## config.mk

```make
export PLATFORM = sky130hd
export DESIGN_NAME = tick_gen_flat
export DESIGN_NICKNAME = d
export VERILOG_FILES = /design/src/rtl/tick_gen_if.sv /design/src/rtl/tick_gen.sv /design/src/flat_wrapper.sv
export SDC_FILE = /design/constraint.sdc
export NUM_CORES = 1
export LEC_CHECK = 0
export CORE_MARGIN = 1
export CORE_UTILIZATION = 54
export CTS_CLUSTER_SIZE = 20
export DETAILED_ROUTE_END_ITERATION = 10
export GPL_ROUTABILITY_DRIVEN = 1
export PLACE_DENSITY_LB_ADDON = 0.1
export SYNTH_ARGS = -nofsm -noshare
export SYNTH_HDL_FRONTEND = slang
export SYNTH_SLANG_ARGS = --single-unit
```

## constraint.sdc

```tcl
create_clock -name clk -period 4 [get_ports clk]
set_input_delay 0.4 -clock clk [delete_from_list [all_inputs] [get_ports clk]]
set_output_delay 0.4 -clock clk [all_outputs]
set_load 0.1 [all_outputs]
```

## src/rtl/tick_gen_if.sv

```systemverilog
// Control and status bundle for tick_gen: control inputs come from the time-base
// controller, tick/status outputs feed the seconds chain and alarm timeout logic.
interface tick_gen_if #(
    parameter int unsigned CNT_W  = 26,
    parameter int unsigned TCNT_W = 8
);
    logic              en;
    logic              clr;
    logic              mode;
    logic              start;
    logic              period_load;
    logic [CNT_W-1:0]  period_in;
    logic              tick;
    logic              half_tick;
    logic              busy;
    logic [CNT_W-1:0]  count;
    logic [CNT_W-1:0]  period;
    logic [TCNT_W-1:0] tick_count;

    modport master (
        output en, clr, mode, start, period_load, period_in,
        input  tick, half_tick, busy, count, period, tick_count
    );

    modport slave (
        input  en, clr, mode, start, period_load, period_in,
        output tick, half_tick, busy, count, period, tick_count
    );
endinterface

```

## src/rtl/tick_gen.sv

```systemverilog
// Runtime-programmable clock divider: one-cycle tick per period, a mid-period
// half_tick, periodic or one-shot operation, and a wrapping tick counter.
module tick_gen #(
    parameter int unsigned CNT_W          = 26,
    parameter int unsigned DEFAULT_PERIOD = 50000000,
    parameter int unsigned TCNT_W         = 8
) (
    input  logic        clk,
    input  logic        resetn_sync,
    tick_gen_if.slave   bus
);
    localparam logic [CNT_W-1:0] RESET_PERIOD = CNT_W'(DEFAULT_PERIOD);
    localparam logic [CNT_W-1:0] MIN_PERIOD   = CNT_W'(2);

    typedef enum logic {IDLE, RUN} state_t;

    state_t             state_q, state_d;
    logic [CNT_W-1:0]   count_q, count_d;
    logic [CNT_W-1:0]   period_q, period_d;
    logic [CNT_W-1:0]   pending_q, pending_d;
    logic               pending_valid_q, pending_valid_d;
    logic [TCNT_W-1:0]  tick_count_q, tick_count_d;

    logic               running;
    logic               at_last;
    logic               at_half;
    logic               do_apply;
    logic [CNT_W-1:0]   load_val;

    assign running  = (state_q == RUN);
    assign at_last  = (count_q == period_q - CNT_W'(1));
    assign at_half  = (count_q == (period_q >> 1) - CNT_W'(1));
    assign load_val = (bus.period_in < MIN_PERIOD) ? MIN_PERIOD : bus.period_in;

    // A clear overrides the tick even when the count sits on the last cycle.
    assign bus.tick       = running & bus.en & ~bus.clr & at_last;
    assign bus.half_tick  = running & bus.en & at_half;
    assign bus.busy       = running;
    assign bus.count      = count_q;
    assign bus.period     = period_q;
    assign bus.tick_count = tick_count_q;

    always_ff @(posedge clk) begin
        if (!resetn_sync) begin
            state_q         <= IDLE;
            count_q         <= '0;
            period_q        <= RESET_PERIOD;
            pending_q       <= RESET_PERIOD;
            pending_valid_q <= 1'b0;
            tick_count_q    <= '0;
        end else begin
            state_q         <= state_d;
            count_q         <= count_d;
            period_q        <= period_d;
            pending_q       <= pending_d;
            pending_valid_q <= pending_valid_d;
            tick_count_q    <= tick_count_d;
        end
    end

    // Next-state and datapath; a same-cycle load is visible to the apply step below.
    always_comb begin
        state_d         = state_q;
        count_d         = count_q;
        period_d        = period_q;
        pending_d       = pending_q;
        pending_valid_d = pending_valid_q;
        tick_count_d    = tick_count_q;
        do_apply        = 1'b0;

        if (bus.period_load) begin
            pending_d       = load_val;
            pending_valid_d = 1'b1;
        end

        if (bus.clr) begin
            count_d      = '0;
            tick_count_d = '0;
            do_apply     = 1'b1;
            state_d      = (!bus.mode && bus.en) ? RUN : IDLE;
        end else if (state_q == IDLE) begin
            count_d  = '0;
            do_apply = 1'b1;
            if (bus.en && (!bus.mode || bus.start)) begin
                state_d = RUN;
            end
        end else if (bus.en) begin
            if (at_last) begin
                count_d      = '0;
                tick_count_d = tick_count_q + TCNT_W'(1);
                do_apply     = 1'b1;
                if (bus.mode) begin
                    state_d = IDLE;
                end
            end else begin
                count_d = count_q + CNT_W'(1);
            end
        end

        if (do_apply && pending_valid_d) begin
            period_d        = pending_d;
            pending_valid_d = 1'b0;
        end
    end
endmodule

```

## src/flat_wrapper.sv

```systemverilog
// flat-port wrapper written by rule: the top's interface ports become plain ports
module tick_gen_flat 
#(
    parameter int unsigned CNT_W          = 26,
    parameter int unsigned DEFAULT_PERIOD = 50000000,
    parameter int unsigned TCNT_W         = 8
)
  (clk, resetn_sync, bus_en, bus_clr, bus_mode, bus_start, bus_period_load, bus_period_in, bus_tick, bus_half_tick, bus_busy, bus_count, bus_period, bus_tick_count);
  tick_gen_if #(.CNT_W(CNT_W), .TCNT_W(TCNT_W)) bus_i ();
  input  logic clk;
  input  logic resetn_sync;
  input wire logic [$bits(bus_i.en)-1:0] bus_en;
  input wire logic [$bits(bus_i.clr)-1:0] bus_clr;
  input wire logic [$bits(bus_i.mode)-1:0] bus_mode;
  input wire logic [$bits(bus_i.start)-1:0] bus_start;
  input wire logic [$bits(bus_i.period_load)-1:0] bus_period_load;
  input wire logic [$bits(bus_i.period_in)-1:0] bus_period_in;
  output wire logic [$bits(bus_i.tick)-1:0] bus_tick;
  output wire logic [$bits(bus_i.half_tick)-1:0] bus_half_tick;
  output wire logic [$bits(bus_i.busy)-1:0] bus_busy;
  output wire logic [$bits(bus_i.count)-1:0] bus_count;
  output wire logic [$bits(bus_i.period)-1:0] bus_period;
  output wire logic [$bits(bus_i.tick_count)-1:0] bus_tick_count;
  assign bus_i.en = bus_en;
  assign bus_i.clr = bus_clr;
  assign bus_i.mode = bus_mode;
  assign bus_i.start = bus_start;
  assign bus_i.period_load = bus_period_load;
  assign bus_i.period_in = bus_period_in;
  assign bus_tick = bus_i.tick;
  assign bus_half_tick = bus_i.half_tick;
  assign bus_busy = bus_i.busy;
  assign bus_count = bus_i.count;
  assign bus_period = bus_i.period;
  assign bus_tick_count = bus_i.tick_count;
  tick_gen #(.CNT_W(CNT_W), .DEFAULT_PERIOD(DEFAULT_PERIOD), .TCNT_W(TCNT_W)) u_core (.clk(clk), .resetn_sync(resetn_sync), .bus(bus_i));
endmodule
```

---- Word level (Yosys, flattened, before mapping) ----
Index checks and enable logic that the tools add are counted.
storage, ports and cells
  register bits after elaboration ......... 88
  logic and storage cells ................. 44
cells by class
  add/sub/neg operators ................... 4
  order comparisons ....................... 1
  eq/ne operators ......................... 2
  multiplexer cells ....................... 15
  bitwise logic cells ..................... 7
  reduce and logical (&&, ||, !) cells .... 9
operator list
  cell                                                  count
  2-to-1 mux 26 bit                                     3
  equality test 26 bit                                  2
  adder 26 x 1 -> 26 bit (second input constant)        1
  < comparator 26 x 2 -> 1 bit (second input constant)  1
  subtractor 25 x 1 -> 26 bit (second input constant)   1
  subtractor 26 x 1 -> 26 bit (second input constant)   1
  2-to-1 mux 1 bit                                      12
  adder 8 x 1 -> 8 bit (second input constant)          1
  AND 1 bit                                             4
  OR reduction 2 bit                                    2
  logical AND 1 bit                                     3
  inverter 1 bit                                        3
  AND reduction 3 bit                                   1
  OR reduction 3 bit                                    1
  logical NOT 1 bit                                     1
  logical OR 1 bit                                      1

---- Logic depth before layout (Yosys ltp) ----
Gate-level depths: netlist of run 1.
  depth after elaboration ................. 8
  depth in mapped cells ................... 12
  mapped depth without buffers ............ 10

---- Worst setup path before layout of run 1 ----
Ideal clock, no wire load.
  path type ............................... flip-flop to output port
  start ................................... register u_core.period_q[1] (netlist: u_core.bus.period[1])
  end ..................................... output port bus_half_tick
  arrival time ............................ 5.441 ns
  required time ........................... 3.600 ns
  setup slack ............................. -1.841 ns
  stages on the path, launching flop included .. 11
  buffers on the path ..................... 0
  path through ............................ dfxtp_1 inv_1 ha_1 nor4b_1 nand4_1 nor2_1 xnor2_1 nand4_1 nor4_1 nand3_1 nor4_1
on the way
  cells in the longest elaborated chain, start to end .. 3
RTL lines
  what                         line                RTL
  start: declaration           tick_gen.sv:19      logic [CNT_W-1:0] period_q, period_d;
  start signal: assignment     tick_gen.sv:54      period_q <= period_d;
  subtractor 25 x 1 -> 26 bit  tick_gen.sv:32      assign at_half = (count_q == (period_q >> 1) - CNT_W'(1));
  equality test 26 bit         tick_gen.sv:32
  AND 1 bit                    tick_gen.sv:37      assign bus.half_tick = running & bus.en & at_half;
  end: declaration             flat_wrapper.sv:19  output wire logic [$bits(bus_i.half_tick)-1:0] bus_half_tick;
Every way passes these cells.

---- Worst setup path in the final report of run 1 ----
  start ................................... register u_core.period_q[1] (netlist: u_core.bus.period[1])
  end ..................................... register u_core.count_q[6] (netlist: u_core.bus.count[6])
on the way
  cells in the longest elaborated chain, start to end .. 3
RTL lines
  what                         line            RTL
  subtractor 26 x 1 -> 26 bit  tick_gen.sv:31  assign at_last = (count_q == period_q - CNT_W'(1));
  equality test 26 bit         tick_gen.sv:31
  2-to-1 mux 26 bit            tick_gen.sv:88  if (at_last) begin
  end signal: assignment       tick_gen.sv:53  count_q <= count_d;
  end: declaration             tick_gen.sv:18  logic [CNT_W-1:0] count_q, count_d;
Every way passes these cells.
A chain may end at the register's enable or synchronous reset.

==> results of run 1 <==
==> report_power, final <==
group	total (mW)	internal, mW	switching, mW	leakage [nW]
clock	0.623	0.287	0.336	0.0965
combinational	0.551	0.196	0.354	1.65
sequential	0.979	0.913	0.0661	0.722
total	2.15	1.40	0.756	2.47
==> metal layers <==
metal  GRT usage [%]  part of all wire [%]  vias up
met2            47.0                    46      170
met5               0                     0        -
met1            39.5                    46     2521
met3            5.08                   5.3       23
met4            10.6                   2.1        0
li1                -                     -     2589
==> stage by stage <==
stage / cell area, um^2 / util [%] / hold slack, ps / setup slack [ps]
after global placement: 6660 / 66.9 / 453 / 405
after CTS: 6840 / 68.7 / 485 / 30.0
final: 6860 / 68.9 / 481 / 231
after detailed placement: 6660 / 66.9 / 462 / 311
after global routing: 6860 / 68.9 / 516 / 16.6
after floorplan: 5650 / - / 442 / -76.4
==> worst min path at each step <==
stage	startpoint	end	depth (start not counted)	slack [ps]
floorplan	u_core.pending_q[12]$_SDFF_PN1_	u_core.pending_q[12]$_SDFF_PN1_	2	440
global placement	u_core.pending_q[15]$_SDFF_PN1_	u_core.pending_q[15]$_SDFF_PN1_	2	450
detailed placement	u_core.pending_q[14]$_SDFF_PN1_	u_core.pending_q[14]$_SDFF_PN1_	2	460
CTS	u_core.pending_q[14]$_SDFF_PN1_	u_core.pending_q[14]$_SDFF_PN1_	2	490
global route	u_core.pending_q[0]$_SDFF_PN0_	u_core.pending_q[0]$_SDFF_PN0_	2	520
finish	u_core.pending_q[14]$_SDFF_PN1_	u_core.pending_q[14]$_SDFF_PN1_	2	480
==> timing repair <==
action,in CTS,in global routing
resized for setup,0,4
hold buffers,0,0
endpoints found under the setup margin,0,2
endpoints found under the hold margin,0,0
setup buffers,0,0
==> state kept, by name, indices dropped and copies added, names as in the netlist <==
register,flops
u_core.bus.count,26
u_core.bus.period,26
u_core.pending_q,26
u_core.pending_valid_q,1
u_core.bus.busy,1
u_core.bus.tick_count,8
==> cells in the mapped netlist (all sizes together) (3+ instances only) <==
cell | instances | area, um^2
o221a | 14 | 158
or4 | 5 | 41.3
o21ai | 20 | 100
a22oi | 12 | 90.1
and3 | 11 | 68.8
mux2i | 30 | 300
nand3 | 27 | 135
nand4 | 19 | 119
dfxtp | 88 | 1760
and4 | 8 | 70.1
buf | 19 | 120
nor4b | 4 | 35.0
nor3b | 3 | 22.5
nor3 | 10 | 61.3
o211ai | 3 | 22.5
nor4 | 24 | 156
nor2 | 75 | 282
ha | 4 | 50.1
o221ai | 12 | 105
inv | 22 | 82.6
nand2 | 43 | 161
or3 | 6 | 47.5
mux2 | 3 | 33.8
o31ai | 6 | 45.0
and2 | 6 | 40.0
xnor2 | 47 | 412
clkbuf | 38 | 143
a21oi | 27 | 146
nand2b | 7 | 43.8
xor2 | 44 | 385
nor2b | 27 | 169
==> logic make-up (layout without fill, tap and decap cells) <==
logic type / count (synthesis) / in the layout
mux: 33 / 33
flops: 88 / 88
xor+xnor: 91 / 91
compound gates: 114 / 114
simple gates: 280 / 280
fa+ha+maj: 4 / 4
buf+inv: 79 / 148
==> cells in the final DEF, fill, tap and decap left out, drive strengths merged, types with 7 or more instances in the layout <==
master,instances
dfxtp,88
nor2b,27
nor3,10
nand2b,7
clkdlybuf4s50,92
xnor2,47
clkbuf,10
and3,11
nand4,19
nand3,27
nor2,75
a21oi,27
nor4,24
xor2,44
and4,8
a22oi,12
mux2i,30
inv,23
o221ai,12
o221a,14
buf,19
o21ai,20
nand2,43
==> tightest hold or removal path, cell delays in order (launching register included) <==
cell and delay (ps):
dfxtp_1 340, mux2i_1 60, nand2_1 60
==> cell type report <==
class                      instances  area [um^2]
fill                             841         3100
clock inverter                     5         57.6
timing repair buffer             111         1100
clock buffer                      10          128
multi-input combinational        522         3560
tap                              133          166
inverter                          22         82.6
sequential                        88         1760
==> flow_summary.toml, run 1 <==
[synthesis]
ys_ff_latch = 88
synthXorXnorAreaFrac_pct = 14.1
synth_compound_area_share_pct = 15.1
synth-main-ff-cell = "dfxtp_1"
synthSimpleGateAreaFrac_pct = 26.5
seq_area_frac_synth_pct = 31.2
yosysWarningCount = 0
synthAdderAreaFrac_pct = 0.888
synth_nets = 726
synth_top_family_by_area = "simple AND/OR/NAND/NOR gates"
async_flop_share_pct = 0
syn_avg_cell_area_um2 = 8.18
yosysUniqueCellTypes = 61
syn-cell-area_um2 = 5640
synthCells = 689
synth.area.mux_share_pct = 5.93
synth-edff-count = 0

[timing]
worstMarginPinSlew_ps = 1080
fin_worst_skew_ps = 21.0
setup_violations = 0
slew_headroom_pct = 27.6
timing.final.crit_period_ps = 3770
hold_violations = 0
tns_ps = 0
slew_viol_final = 0
finalCritPeriodShare_pct = 94.2
max_freq_mhz = 265
rsz0062_at_grt = "no"

[setup_path]
cp_slowest_cell = "or4_4"
r2r_cells = 11
r2r_start = "u_core.bus.period[1]$_SDFFE_PN0P_"
cp-start-kind = "flop"
crit_end = "u_core.bus.count[6]$_SDFFE_PP0P_"
arrival_ps = 4030
crit_type = "flop to flop"
critPathMaxFanout = 25
rrSetupSlack_ps = 230
cpLargestDelayFamily = "simple AND/OR/NAND/NOR gates"
r2r_end = "u_core.bus.count[6]$_SDFFE_PP0P_"
cp_num_cells = 11
path_buf_inv = 2
cp-startpoint = "u_core.bus.period[1]$_SDFFE_PN0P_"
end_kind = "flop"
path_cells = "inv_1, ha_1, or4b_4, nor3_4, nor3b_1, nor3_1, or4_1, or4_4, nand3_1, buf_4, nor2_1"
critical_path_required_ps = 4260
max_stage_delay_ps = 590

[global_routing]
grt_first_pass_wirelength_mm = 25.3
grt_use_total_pct = 29.3
grt_overflow = 0
grt_max_degree = 39
grt_pass1_vias = 4935
antenna_found_initial = 0

[flow_run]
drv_cap = 0

[finish]
stdcell_count = 891
antenna_cells = 0
fin_nets = 791
layout-drive-gt1-share_pct = 8.05
area_growth_pct = 21.6

[floorplanning]
num_rows = 36
die_width_um = 104
chipHeight_um = 104
ios = 96
die_area_um2 = 10900
start_util_pct = 56.6
core-area_um2 = 9950

[drt]
viasPerCell = 5.95
dr.pass1.iters = 5
route.detailed.drc = 0
wl_per_cell_um = 17.6
num_vias = 5303
routed_wl_mm = 15.7
ant_nets = 0
detail_route.iter0.violations = 271

[run_status]
status = "finished clean"

[place]
place_congestion = 0.905
dp_hpwl_mm = 11.8
place_inst = 876
numPortBuffers = 95

[power]
finalPower_mw = 2.15
power-per-cell-area_nw_per_um2 = 314
ir_drop_uv = 270
leakagePower_nw = 2.47

[clock_network]
h-tree-depth = 3
cts_root_buf = "clkbuf_8"
clk_path_buf_depth = 2
clkTransAtPathRegs_ps = 90
cts_buffers = 9
clock-sinks = 88
clk_latency_ps = 400
cts_tree = "done"

[min_path]
hp-class = "flop to flop"
(Power assumes the default switching activity.)
==> inputs of run 2 (changes only) <==
--- a/config.mk
+++ b/config.mk
@@ -6,8 +6,8 @@
 export NUM_CORES = 1
 export LEC_CHECK = 0
 export CORE_MARGIN = 1
-export CORE_UTILIZATION = 54
-export CTS_CLUSTER_SIZE = 20
+export CORE_UTILIZATION = 49
+export CTS_CLUSTER_SIZE = 8
 export DETAILED_ROUTE_END_ITERATION = 10
 export GPL_ROUTABILITY_DRIVEN = 1
 export PLACE_DENSITY_LB_ADDON = 0.1
==> constraint.sdc (replaced) <==
create_clock -name clk -period 3.04 [get_ports clk]
set_input_delay 0.304 -clock clk [delete_from_list [all_inputs] [get_ports clk]]
set_output_delay 0.304 -clock clk [all_outputs]
set_load 0.1 [all_outputs]
==> run 2 against run 1 <==
Against the previous run:
- the flow now finishes with violations (setup timing)
- critical endpoint is now u_core.bus.period[14]$_SDFFE_PN1P_
- non-clock buffer count up 71
- via count up 5.0%
- worst setup slack worse by 480 ps
- final area up 12%
- register-to-register slack worse by 480 ps
- sequential power up 29%
- first-iteration DRC count up 10%
- clock skew down 13 ps
- largest power group unchanged
- fmax up 15%
- final cell count up 9.0%
- sequential share of layout area down 2.2 points
- core utilization up 0.97 points
==> flow_summary.toml, run 2 (synthesized netlist as in run 1, its figures left out) <==
[timing]
holdWs_ps = 390
timing.final.crit_period_ps = 3290
max_freq_mhz = 304
fin_worst_skew_ps = 8.14
tns_ps = -8450
setup_violations = 54
slew_headroom_pct = 35.2
hold_violations = 0
finalCritPeriodShare_pct = 108
rsz0062_at_grt = "yes"
worstMarginPinSlew_ps = 969
setup_ws_ps = -248
slew_viol_final = 0

[setup_path]
end_kind = "flop"
arrival_ps = 3510
crit_end = "u_core.bus.period[14]$_SDFFE_PN1P_"
r2r_cells = 10
critical_path_required_ps = 3260
r2r_start = "u_core.bus.period[4]$_SDFFE_PN0P_"
cp-startpoint = "u_core.bus.period[4]$_SDFFE_PN0P_"
cp-start-kind = "flop"
cp_slowest_cell = "or4_4"
max_stage_delay_ps = 560
crit_type = "flop to flop"
path_cells = "or3_4, or3_4, a2111oi_4, o21ai_1, or4_4, or4_4, a21oi_4, buf_6, buf_16, o221ai_2"
r2r_end = "u_core.bus.period[14]$_SDFFE_PN1P_"
critPathMaxFanout = 13
rrSetupSlack_ps = -250

[clock_network]
clk_latency_ps = 360
clk_path_buf_depth = 2
cts_buffers = 9
h-tree-depth = 3
clock-sinks = 88
cts_hold_buffers = 0
clkTransAtPathRegs_ps = 70
cts_root_buf = "clkbuf_16"
cts_tree = "done"

[floorplanning]
chipHeight_um = 109
num_rows = 38
die_area_um2 = 11900
ios = 96
core-area_um2 = 11000
start_util_pct = 51.1
die_width_um = 109

[finish]
fin_nets = 863
antenna_cells = 0
stdcell_area_um2 = 7710
layout-drive-gt1-share_pct = 30.7
final_cell_mix = "buf_4, nor2_1, dfxtp_1, xnor2_1, xor2_1"
area_growth_pct = 36.7
final_common_cell = "buf_4"
final_util_pct = 69.9

[global_routing]
grt_first_pass_wirelength_mm = 26.4
grt_max_degree = 37
grt_overflow = 0
antenna_found_initial = 0
grt_pass1_vias = 5116
grt_use_total_pct = 29.1

[power]
power-per-cell-area_nw_per_um2 = 430
leakagePower_nw = 3.04
finalPower_mw = 3.31
ir_drop_uv = 478

[run_status]
violations = "setup timing"
status = "finished with violations"

[flow_run]
drv_cap = 0

[min_path]
hp-class = "input port to flop"

[place]
numPortBuffers = 95
place_congestion = 0.953
dp_hpwl_mm = 12.6
placed_area_um2 = 7170

[drt]
detail_route.iter0.violations = 298
routed_wl_mm = 16.9
viasPerCell = 5.73
wl_per_cell_um = 17.4
dr.pass1.iters = 5
route.detailed.drc = 0
num_vias = 5566
ant_nets = 0
-- run 2: changes by cell type in the layout (fill, tap and decap cells not counted), moves of 3 or more --
cell	delta
clkbuf_16	+9
clkbuf_8	-8
dfxtp_1	-29
nor4_1	-4
dfxtp_2	+23
o221ai_2	+10
o221ai_1	-10
buf_6	+3
dfxtp_4	+6
clkdlybuf4s50_1	-60
nor4_4	+4
buf_4	+125
-- run 2: layout make-up --
class / instances / area (um^2)
multi-input combinational: 523 / 3810
clock buffer: 12 / 246
inverter: 22 / 85.1
sequential: 88 / 1810
fill: 923 / 3320
timing repair buffer: 182 / 1520
clock inverter: 4 / 52.6
tap: 140 / 175
-- run 2: metal layers --
| layer | GRT usage [%] | vias to the layer above | share of wire (%) |
|---|---|---|---|
| li1 | - | 2727 | - |
| met1 | 39.3 | 2665 | 46 |
| met2 | 46.5 | 152 | 47 |
| met3 | 6.16 | 22 | 4.6 |
| met4 | 8.67 | 0 | 2.0 |
| met5 | 0 | - | 0 |
-- run 2: worst min-delay path by stage --
stage	from	endpoint	slack (ps)	depth (start not counted)
2_1_floorplan	bus_mode	u_core.bus.busy$_SDFF_PN0_	390	1
4_1_cts	resetn_sync	u_core.pending_q[12]$_SDFF_PN1_	380	2
5_1_grt	resetn_sync	u_core.pending_q[12]$_SDFF_PN1_	410	2
3_5_place_dp	u_core.pending_q[12]$_SDFF_PN1_	u_core.pending_q[12]$_SDFF_PN1_	460	2
6_report	resetn_sync	u_core.pending_q[12]$_SDFF_PN1_	390	2
3_3_place_gp	u_core.pending_q[7]$_SDFF_PN1_	u_core.pending_q[7]$_SDFF_PN1_	450	2
-- run 2: timing repair --
item,in CTS,in global routing
hold endpoints to repair,0,0
pin swaps,3,4
gates cloned,2,0
setup buffers,4,2
endpoints found under the setup margin,57,59
gates resized for setup,20,14
-- run 2: report_power, final --
| group | switching [mW] | internal (mW) |
|---|---|---|
| combinational | 0.550 | 0.340 |
| clock | 0.498 | 0.664 |
| sequential | 0.0546 | 1.21 |
-- run 2: per-stage QoR --
stage | cells | setup WS [ps]
after CTS | 969 | -233
after global placement | 947 | -113
after detailed placement | 947 | -191
final | 971 | -248
after floorplan | 689 | -428
after global routing | 971 | -335
-- run 2: critical path, delay by kind of cell, from the launching register on --
kind / cells / cell delay (ps)
AND/OR/NAND/NOR: 4 / 1780
buffers and inverters: 2 / 270
AO/OA/AOI/OAI: 4 / 740
flip-flops: 1 / 350
